## src/rtl/viterbi_pkg.sv

```systemverilog
// Shared constants for the convolutional encoder and the Viterbi decoder datapath.
// The decoder BMU derives its expected-symbol constants from the same generators.
package viterbi_pkg;
    localparam int K          = 4;
    localparam int NUM_STATES = 8;

    localparam logic [K-1:0] G0_DEF = 4'b1101;
    localparam logic [K-1:0] G1_DEF = 4'b1111;

    typedef enum logic [1:0] {IDLE, DATA, TAIL} enc_state_e;

    function automatic logic parity(input logic [K-1:0] win, input logic [K-1:0] g);
        return ^(win & g);
    endfunction
endpackage

```

## src/rtl/conv_enc_core.sv

```systemverilog
// Rate-1/2 symbol generator with the K-1 bit shift register; the newest bit enters at sr[K-2].
module conv_enc_core
    import viterbi_pkg::*;
#(
    parameter logic [K-1:0] G0 = G0_DEF,
    parameter logic [K-1:0] G1 = G1_DEF
) (
    input  logic       clk,
    input  logic       rst,
    input  logic       en_i,
    input  logic       b_i,
    output logic [1:0] sym_o
);
    logic [K-2:0] sr_q, sr_d;
    logic [K-1:0] win;

    assign win   = {b_i, sr_q};
    assign sym_o = {parity(win, G0), parity(win, G1)};
    assign sr_d  = en_i ? {b_i, sr_q[K-2:1]} : sr_q;

    always_ff @(posedge clk) begin
        if (rst) sr_q <= '0;
        else     sr_q <= sr_d;
    end
endmodule

```

## src/rtl/conv_encoder_framer.sv

```systemverilog
// Frames information bits, encodes them, and appends K-1 zero tail symbols per frame.
// A single output register with a valid/ready slot; tail cycles never accept input.
module conv_encoder_framer
    import viterbi_pkg::*;
#(
    parameter int           FRAME_LEN = 16,
    parameter logic [K-1:0] G0        = G0_DEF,
    parameter logic [K-1:0] G1        = G1_DEF,
    parameter int           CNT_W     = 8
) (
    input  logic             clk,
    input  logic             rst,
    input  logic             in_valid,
    input  logic             in_bit,
    output logic             in_ready,
    output logic             out_valid,
    input  logic             out_ready,
    output logic [1:0]       out_sym,
    output logic             out_sof,
    output logic             out_eof,
    output logic [CNT_W-1:0] frame_cnt
);
    localparam int BW = $clog2(FRAME_LEN + 1);

    enc_state_e       state_q, state_d;
    logic [BW-1:0]    bit_cnt_q, bit_cnt_d;
    logic [1:0]       tail_cnt_q, tail_cnt_d;
    logic [CNT_W-1:0] frame_cnt_q, frame_cnt_d;
    logic             vld_q, sof_q, eof_q;
    logic [1:0]       sym_q;

    logic       slot_free, load, enc_b, sof_set, eof_set, last_bit;
    logic [1:0] enc_sym;

    assign slot_free = !vld_q || out_ready;
    assign last_bit  = (bit_cnt_q == BW'(FRAME_LEN - 1));

    conv_enc_core #(.G0(G0), .G1(G1)) u_core (
        .clk  (clk),
        .rst  (rst),
        .en_i (load),
        .b_i  (enc_b),
        .sym_o(enc_sym)
    );

    always_ff @(posedge clk) begin
        if (rst) state_q <= IDLE;
        else     state_q <= state_d;
    end

    always_comb begin
        state_d = state_q;
        case (state_q)
            IDLE:    if (load) state_d = (FRAME_LEN == 1) ? TAIL : DATA;
            DATA:    if (load && last_bit) state_d = TAIL;
            TAIL:    if (load && eof_set) state_d = IDLE;
            default: state_d = IDLE;
        endcase
    end

    always_comb begin
        in_ready = 1'b0;
        load     = 1'b0;
        enc_b    = 1'b0;
        sof_set  = 1'b0;
        eof_set  = 1'b0;
        case (state_q)
            IDLE, DATA: begin
                in_ready = slot_free && !rst;
                load     = in_valid && in_ready;
                enc_b    = in_bit;
                sof_set  = (state_q == IDLE);
            end
            TAIL: begin
                load    = slot_free;
                eof_set = (tail_cnt_q == 2'd2);
            end
            default: ;
        endcase
    end

    always_comb begin
        bit_cnt_d   = bit_cnt_q;
        tail_cnt_d  = tail_cnt_q;
        frame_cnt_d = frame_cnt_q;
        if (load) begin
            case (state_q)
                IDLE: bit_cnt_d = BW'(1);
                DATA: bit_cnt_d = bit_cnt_q + BW'(1);
                TAIL: begin
                    if (eof_set) begin
                        tail_cnt_d  = 2'd0;
                        bit_cnt_d   = '0;
                        frame_cnt_d = frame_cnt_q + CNT_W'(1);
                    end else begin
                        tail_cnt_d = tail_cnt_q + 2'd1;
                    end
                end
                default: ;
            endcase
        end
    end

    always_ff @(posedge clk) begin
        if (rst) begin
            bit_cnt_q   <= '0;
            tail_cnt_q  <= '0;
            frame_cnt_q <= '0;
            vld_q       <= 1'b0;
            sym_q       <= 2'b00;
            sof_q       <= 1'b0;
            eof_q       <= 1'b0;
        end else begin
            bit_cnt_q   <= bit_cnt_d;
            tail_cnt_q  <= tail_cnt_d;
            frame_cnt_q <= frame_cnt_d;
            // Payload only moves on load, so a stalled symbol stays put.
            if (load) begin
                vld_q <= 1'b1;
                sym_q <= enc_sym;
                sof_q <= sof_set;
                eof_q <= eof_set;
            end else if (out_ready) begin
                vld_q <= 1'b0;
            end
        end
    end

    assign out_valid = vld_q;
    assign out_sym   = sym_q;
    assign out_sof   = sof_q;
    assign out_eof   = eof_q;
    assign frame_cnt = frame_cnt_q;
endmodule

```

## config.mk

```make
export PLATFORM = sky130hd
export DESIGN_NAME = conv_encoder_framer
export DESIGN_NICKNAME = d
export VERILOG_FILES = /design/src/rtl/viterbi_pkg.sv /design/src/rtl/conv_enc_core.sv /design/src/rtl/conv_encoder_framer.sv
export SDC_FILE = /design/constraint.sdc
export NUM_CORES = 1
export LEC_CHECK = 0
export BUFFER_PORTS_ARGS = -buffer_cell sky130_fd_sc_hd__buf_2
export CAP_MARGIN = 10
export CORE_MARGIN = 5
export CORE_UTILIZATION = 45
export DETAILED_ROUTE_END_ITERATION = 6
export HOLD_SLACK_MARGIN = 0.15
export PLACE_DENSITY_LB_ADDON = 0.2
export SYNTH_ARGS = -nofsm -noshare
export SYNTH_HDL_FRONTEND = slang
export SYNTH_HIERARCHICAL = 1
export SYNTH_SLANG_ARGS = --single-unit
```

## constraint.sdc

```tcl
create_clock -name clk -period 1.7 [get_ports clk]
set_input_delay 0.425 -clock clk [delete_from_list [all_inputs] [get_ports clk]]
set_output_delay 0.425 -clock clk [all_outputs]
set_load 0.02 [all_outputs]
```

# Word-level counts from Yosys, hierarchy flattened
# Cells that the tools add are included.
[totals]
register_bits = 25
input_bits = 5
out_inout_bits = 14
elab_cells = 51
[op_classes]
n_addsub = 3
n_eq_ne = 8
mux = 14
reduce_logical = 17
[ops]
columns = ["op", "n"]
rows = [
  ["5-bit one-hot mux with 3 select lines", 1],
  ["3-bit AND reduction", 3],
  ["8-bit by 1-bit adder with 8-bit output, second input constant", 1],
  ["2-bit two-way mux", 4],
  ["2-bit inequality test, second input constant", 4],
  ["4-bit XOR reduction", 2],
  ["1-bit two-way mux", 6],
  ["2-bit one-hot mux with 3 select lines", 1],
  ["5-bit by 1-bit adder with 5-bit output, second input constant", 1],
  ["5-bit by 4-bit == test with 1-bit output, second input constant", 1],
  ["5-bit two-way mux", 1],
  ["2-bit == test, second input constant", 2],
  ["1-bit logical AND", 4],
  ["3-bit nonzero test", 1],
  ["2-bit by 1-bit adder with 2-bit output, second input constant", 1],
  ["2-bit by 1-bit == test with 1-bit output, second input constant", 1],
  ["1-bit zero test", 2],
  ["2-bit zero test", 1],
  ["1-bit one-hot mux with 2 select lines", 1],
  ["2-bit AND reduction", 1],
  ["2-bit nonzero test", 1],
  ["2-bit OR reduction", 1],
  ["1-bit logical OR", 1],
]

# Longest topological paths before layout
[depth]
word_depth = 8
mapped_depth = 9
mapped_depth_nobuf = 8

# Modules after synthesis
# The synthesis kept the hierarchy.
[by_module_without_submodules]
columns = ["mod", "n_inst", "cells_per_inst", "area_each_um2", "seq_area_each_um2"]
rows = [
  ["conv_encoder_framer", 1, 148, 1239.9, 440.4],
  ["conv_enc_core", 1, 12, 148.9, 60.1],
]

# Worst setup path before layout
# OpenSTA, ideal clock, no wires.
[synth_path]
kind = "reg-to-reg"
start = "reg state_q[1]"
end = "reg state_q[1]"
setup_ns = 0.127
arrival_time_ns = 1.671
required_ns = 1.573
path_slack_ns = -0.098
path_stages_with_launch = 8
path_cell_list = "dfxtp_1 inv_1 ha_1 buf_2 o21ba_2 a31oi_2 nor4_1 or3_1"
[synth_rtl]
columns = ["item", "line_no", "source"]
rows = [
  ["start, declared", "conv_encoder_framer.sv:25", "enc_state_e state_q, state_d;"],
  ["start signal, assigned", "conv_encoder_framer.sv:48", "else state_q <= state_d;"],
  ["2-bit == test (tied with other cells)", "conv_encoder_framer.sv:53", "case (state_q)"],
  ["2-bit one-hot mux with 3 select lines (*)", "conv_encoder_framer.sv:53", ""],
  ["named net state_d[1]", "conv_encoder_framer.sv:25", ""],
]
# Mark *: on every way through the listed nets, which the timed path passes. The rest lies on a longest branch.
# A chain may end at the register's enable or synchronous reset.

# Worst setup path after layout
[layout_path]
start = "reg state_q[1]"
end = "reg bit_cnt_q[4]"
[layout_via]
elab_chain_len = 4
[layout_rtl]
columns = ["item", "line_no", "source"]
rows = [
  ["2-bit by 1-bit == test with 1-bit output (tied with other cells)", "conv_encoder_framer.sv:67, conv_encoder_framer.sv:87", ""],
  ["2-bit OR reduction or 1-bit two-way mux (tied branches)", "conv_encoder_framer.sv:67", "case (state_q)"],
  ["1-bit one-hot mux with 2 select lines or 2-bit inequality test (tied branches)", "n/a", ""],
  ["3-bit AND reduction (no source line)", "n/a", ""],
  ["end signal, assigned", "conv_encoder_framer.sv:114", "bit_cnt_q <= bit_cnt_d;"],
  ["end, declared", "conv_encoder_framer.sv:26", "logic [BW-1:0] bit_cnt_q, bit_cnt_d;"],
]
# Several ways; a longest one is shown, not always the timed one.

==> results.py <==
metrics = {
    "placed_design": {
        "placed_cell_area_um2": 1700,
        "placed_cells": 230,
        "numPortBuffers": 18,
        "dp_slack_ns": -0.209,
        "finalWeightedCongestion": 0.938,
        "dpl.hpwl_um": 2390,
    },
    "synth": {
        "synth-async-reset-ratio_pct": 0,
        "mappedNetlistArea_um2": 1390,
        "yosys-top-cells-count": "25 x dfxtp_1, 16 x nor2_1, 15 x a21oi_1",
        "postSynthCellCount": 160,
        "synthDistinctLibCells": 43,
        "synth_top_cell_by_area": "dfxtp_1",
        "synth_enable_flop_cells": 0,
        "synthFlopType": "dfxtp_1",
        "yosys_warnings": 6,
        "syn_area_per_cell_um2": 8.68,
        "ys_top_cells_by_area": "dfxtp_1 36%, ha_1 6.3%, a21oi_1 5.4%, nor2_1 4.3%, o21ai_0 4.0%",
        "ys_ff_latch": 25,
        "ys_seq_area_share_pct": 36.0,
        "post-synth-top-count-cell": "dfxtp_1",
        "synth_nets": 172,
        "yosys.area.top_type_share_pct": 36.0,
    },
    "critical_path": {
        "cp_top_family": "simple AND/OR/NAND/NOR gates",
        "crit_chain": "buf_6, ha_4, or2_4, buf_6, or4_4, a21oi_2",
        "critical_path_class": "register to register",
        "critPathMaxStageDelay_ns": 0.51,
        "worstPathMaxFanout": 6,
        "worstPathArrival_ns": 2.04,
        "worst-endpoint-required_ns": 1.98,
        "end_kind": "register",
        "cp_slowest_cell": "or4_4",
        "cpMostUsedCell": "buf_6",
        "worst-path-buf-inv": 2,
        "start_kind": "register",
    },
    "timing": {
        "timing.final.max_slew_violations": 0,
        "fin_setup_tns_ns": -0.209,
        "relSlewSlack_pct": 65.2,
        "worstMarginPinSlew_ns": 0.509,
        "fin_crit_sh_pct": 103,
        "max_freq_ghz": 0.569,
        "rsz0062_at_grt": "yes",
        "finalHoldViolCount": 0,
        "worst_slack_ns": -0.0570,
        "fin_skew_ns": 0.0158,
        "setup_viol": 8,
        "fin_crit_ns": 1.76,
    },
    "cells_and_area": {
        "layoutNonFillerInstCount": 244,
        "finalInstanceArea_um2": 2010,
        "area_delta_synth_final_pct": 44.8,
        "antenna_cells": 0,
        "fill_cells": 245,
        "drive_gt1_share_pct": 48.3,
        "final_nets": 224,
    },
    "drt": {
        "drt_iter0_drc": 54,
        "routed_wl_um": 3720,
        "drtPass1Iterations": 4,
        "drc": 0,
        "avgRoutedWirePerCell_um": 15.3,
        "via_per_inst": 5.53,
        "dr_total_vias": 1350,
        "drtAntennaViolNets": 0,
    },
    "floorplan": {
        "core_um2": 3000,
        "pin_count": 19,
        "die_y_um": 65.6,
        "dieArea_um2": 4300,
        "start_util_pct": 46.3,
        "chipWidth_um": 65.6,
        "row_count": 20,
    },
    "global_route": {
        "grt_use_total_pct": 17.8,
        "grt_overflow": 0,
        "grt_pass1_vias": 1337,
        "grt_max_degree": 21,
        "antenna_found_initial": 0,
        "grt_pass1_wl_um": 5980,
    },
    "cts": {
        "clock_latency_ns": 0.34,
        "htree_levels": 1,
        "clk_pin_slew_ns": 0.16,
        "clock-root-buffer": "clkbuf_4",
        "clock-sinks": 25,
        "cts_tree": "built",
        "holdBufCountCts": 0,
        "cts_buffers": 3,
        "clockBufferDepth": 2,
    },
    "run_status": {
        "status": "complete, but fails checks",
        "violations": "negative setup slack",
    },
    "power_and_ir_drop": {
        "max-vdd-ir-drop_mv": 0.351,
        "power_density_nw_per_um2": 631,
        "cellLeakagePower_nw": 0.821,
    },
    "worst_hold_path": {
        "hold_class": "register to register",
    },
    "flow_run": {
        "maxCapViolations": 0,
    },
}
==> timing repair <==
action                                  4_1_cts  5_1_grt
gates cloned                                  1        0
setup buffers                                 7        4
endpoints found under the setup margin       14       15
pin swaps                                    15        5
gates resized for setup                      25       32
==> kinds of logic (layout without fill, tap and decap cells) <==
family,after synthesis,after routing,share of synthesized area [%]
xor+xnor,5,5,4.69
compound gates,40,40,17.8
flops,25,25,36.0
mux,5,5,3.60
buf+inv,15,66,4.96
fa+ha+maj,7,7,6.31
simple gates,63,63,26.6
==> layer usage <==
metal  vias to the layer above  GRT usage (%)  part of all wire (%)
li1                        673              -                     -
met1                       646           20.8                    44
met2                        24           32.0                    51
met3                         7           2.74                   3.0
met4                         0           7.51                   1.9
met5                         -              0                     0
==> state kept, by name (all words and copies together) (netlist names) <==
signal / cells
out_eof: 1
bit_cnt_q: 5
out_sym: 2
state_q: 2
out_valid: 1
tail_cnt_q: 2
frame_cnt: 8
out_sof: 1
u_core/sr_q: 3
==> cells in the final DEF, fill, tap and decap left out, types with 2 or more instances in the layout <==
master	n
nand3_1	7
a21oi_1	9
nand2_1	7
nor2b_1	2
nor2_1	12
dfxtp_1	21
or3_1	2
nand3b_1	3
mux2i_1	5
a2111oi_2	2
clkbuf_4	3
ha_4	4
o21ai_0	11
dfxtp_4	3
or3_4	3
nor2_2	2
a21o_1	3
inv_1	5
buf_6	7
xnor2_1	3
or4_4	2
buf_4	30
nor2_4	2
a21oi_2	6
nor3_2	2
ha_1	2
buf_2	18
nor3_1	4
nand2b_1	2
==> power breakdown <==
part	switching, mW	total [mW]	leakage, nW	internal (mW)
combinational	0.174	0.349	0.602	0.175
clock	0.200	0.290	0.0139	0.0904
sequential	0.0240	0.630	0.205	0.605
==> worst paths after layout <==
kind              slack [ns]            to  startpoint  depth (start not counted)
setup / recovery       -0.06  bit_cnt_q[4]  state_q[1]                          6
hold / removal          0.48    out_sym[0]  out_sym[0]                          2
setup reg to reg       -0.06  bit_cnt_q[4]  state_q[1]                          6
hold reg to reg         0.48    out_sym[0]  out_sym[0]                          2
==> per-stage QoR <==
step	total power [mW]	hold WS [ns]	utilization, %
6_report	1.27	0.481	67.0
5_1_grt	1.33	0.524	67.0
4_1_cts	1.23	0.484	62.0
3_5_place_dp	0.888	0.465	56.5
3_3_place_gp	0.879	0.456	56.5
2_1_floorplan	0.786	0.450	-
==> worst register-to-register path, stage by stage (launching register included) <==
cell and delay [ns]:
dfxtp_4 0.40, buf_6 0.12, ha_4 0.16, or2_4 0.23, buf_6 0.14, or4_4 0.51
a21oi_2 0.13
==> final cells by class <==
| class | instances | area, µm² | area share, % |
|---|---|---|---|
| Clock buffer | 3 | 22.5 | 1.12 |
| Tap cell | 33 | 41.3 | 2.05 |
| Multi-Input combinational cell | 120 | 998 | 49.7 |
| Clock inverter | 1 | 7.51 | 0.373 |
| Inverter | 7 | 33.8 | 1.68 |
| Sequential cell | 25 | 513 | 25.5 |
| Timing Repair Buffer | 55 | 394 | 19.6 |
Note: power is estimated with default switching activity, not from simulation.
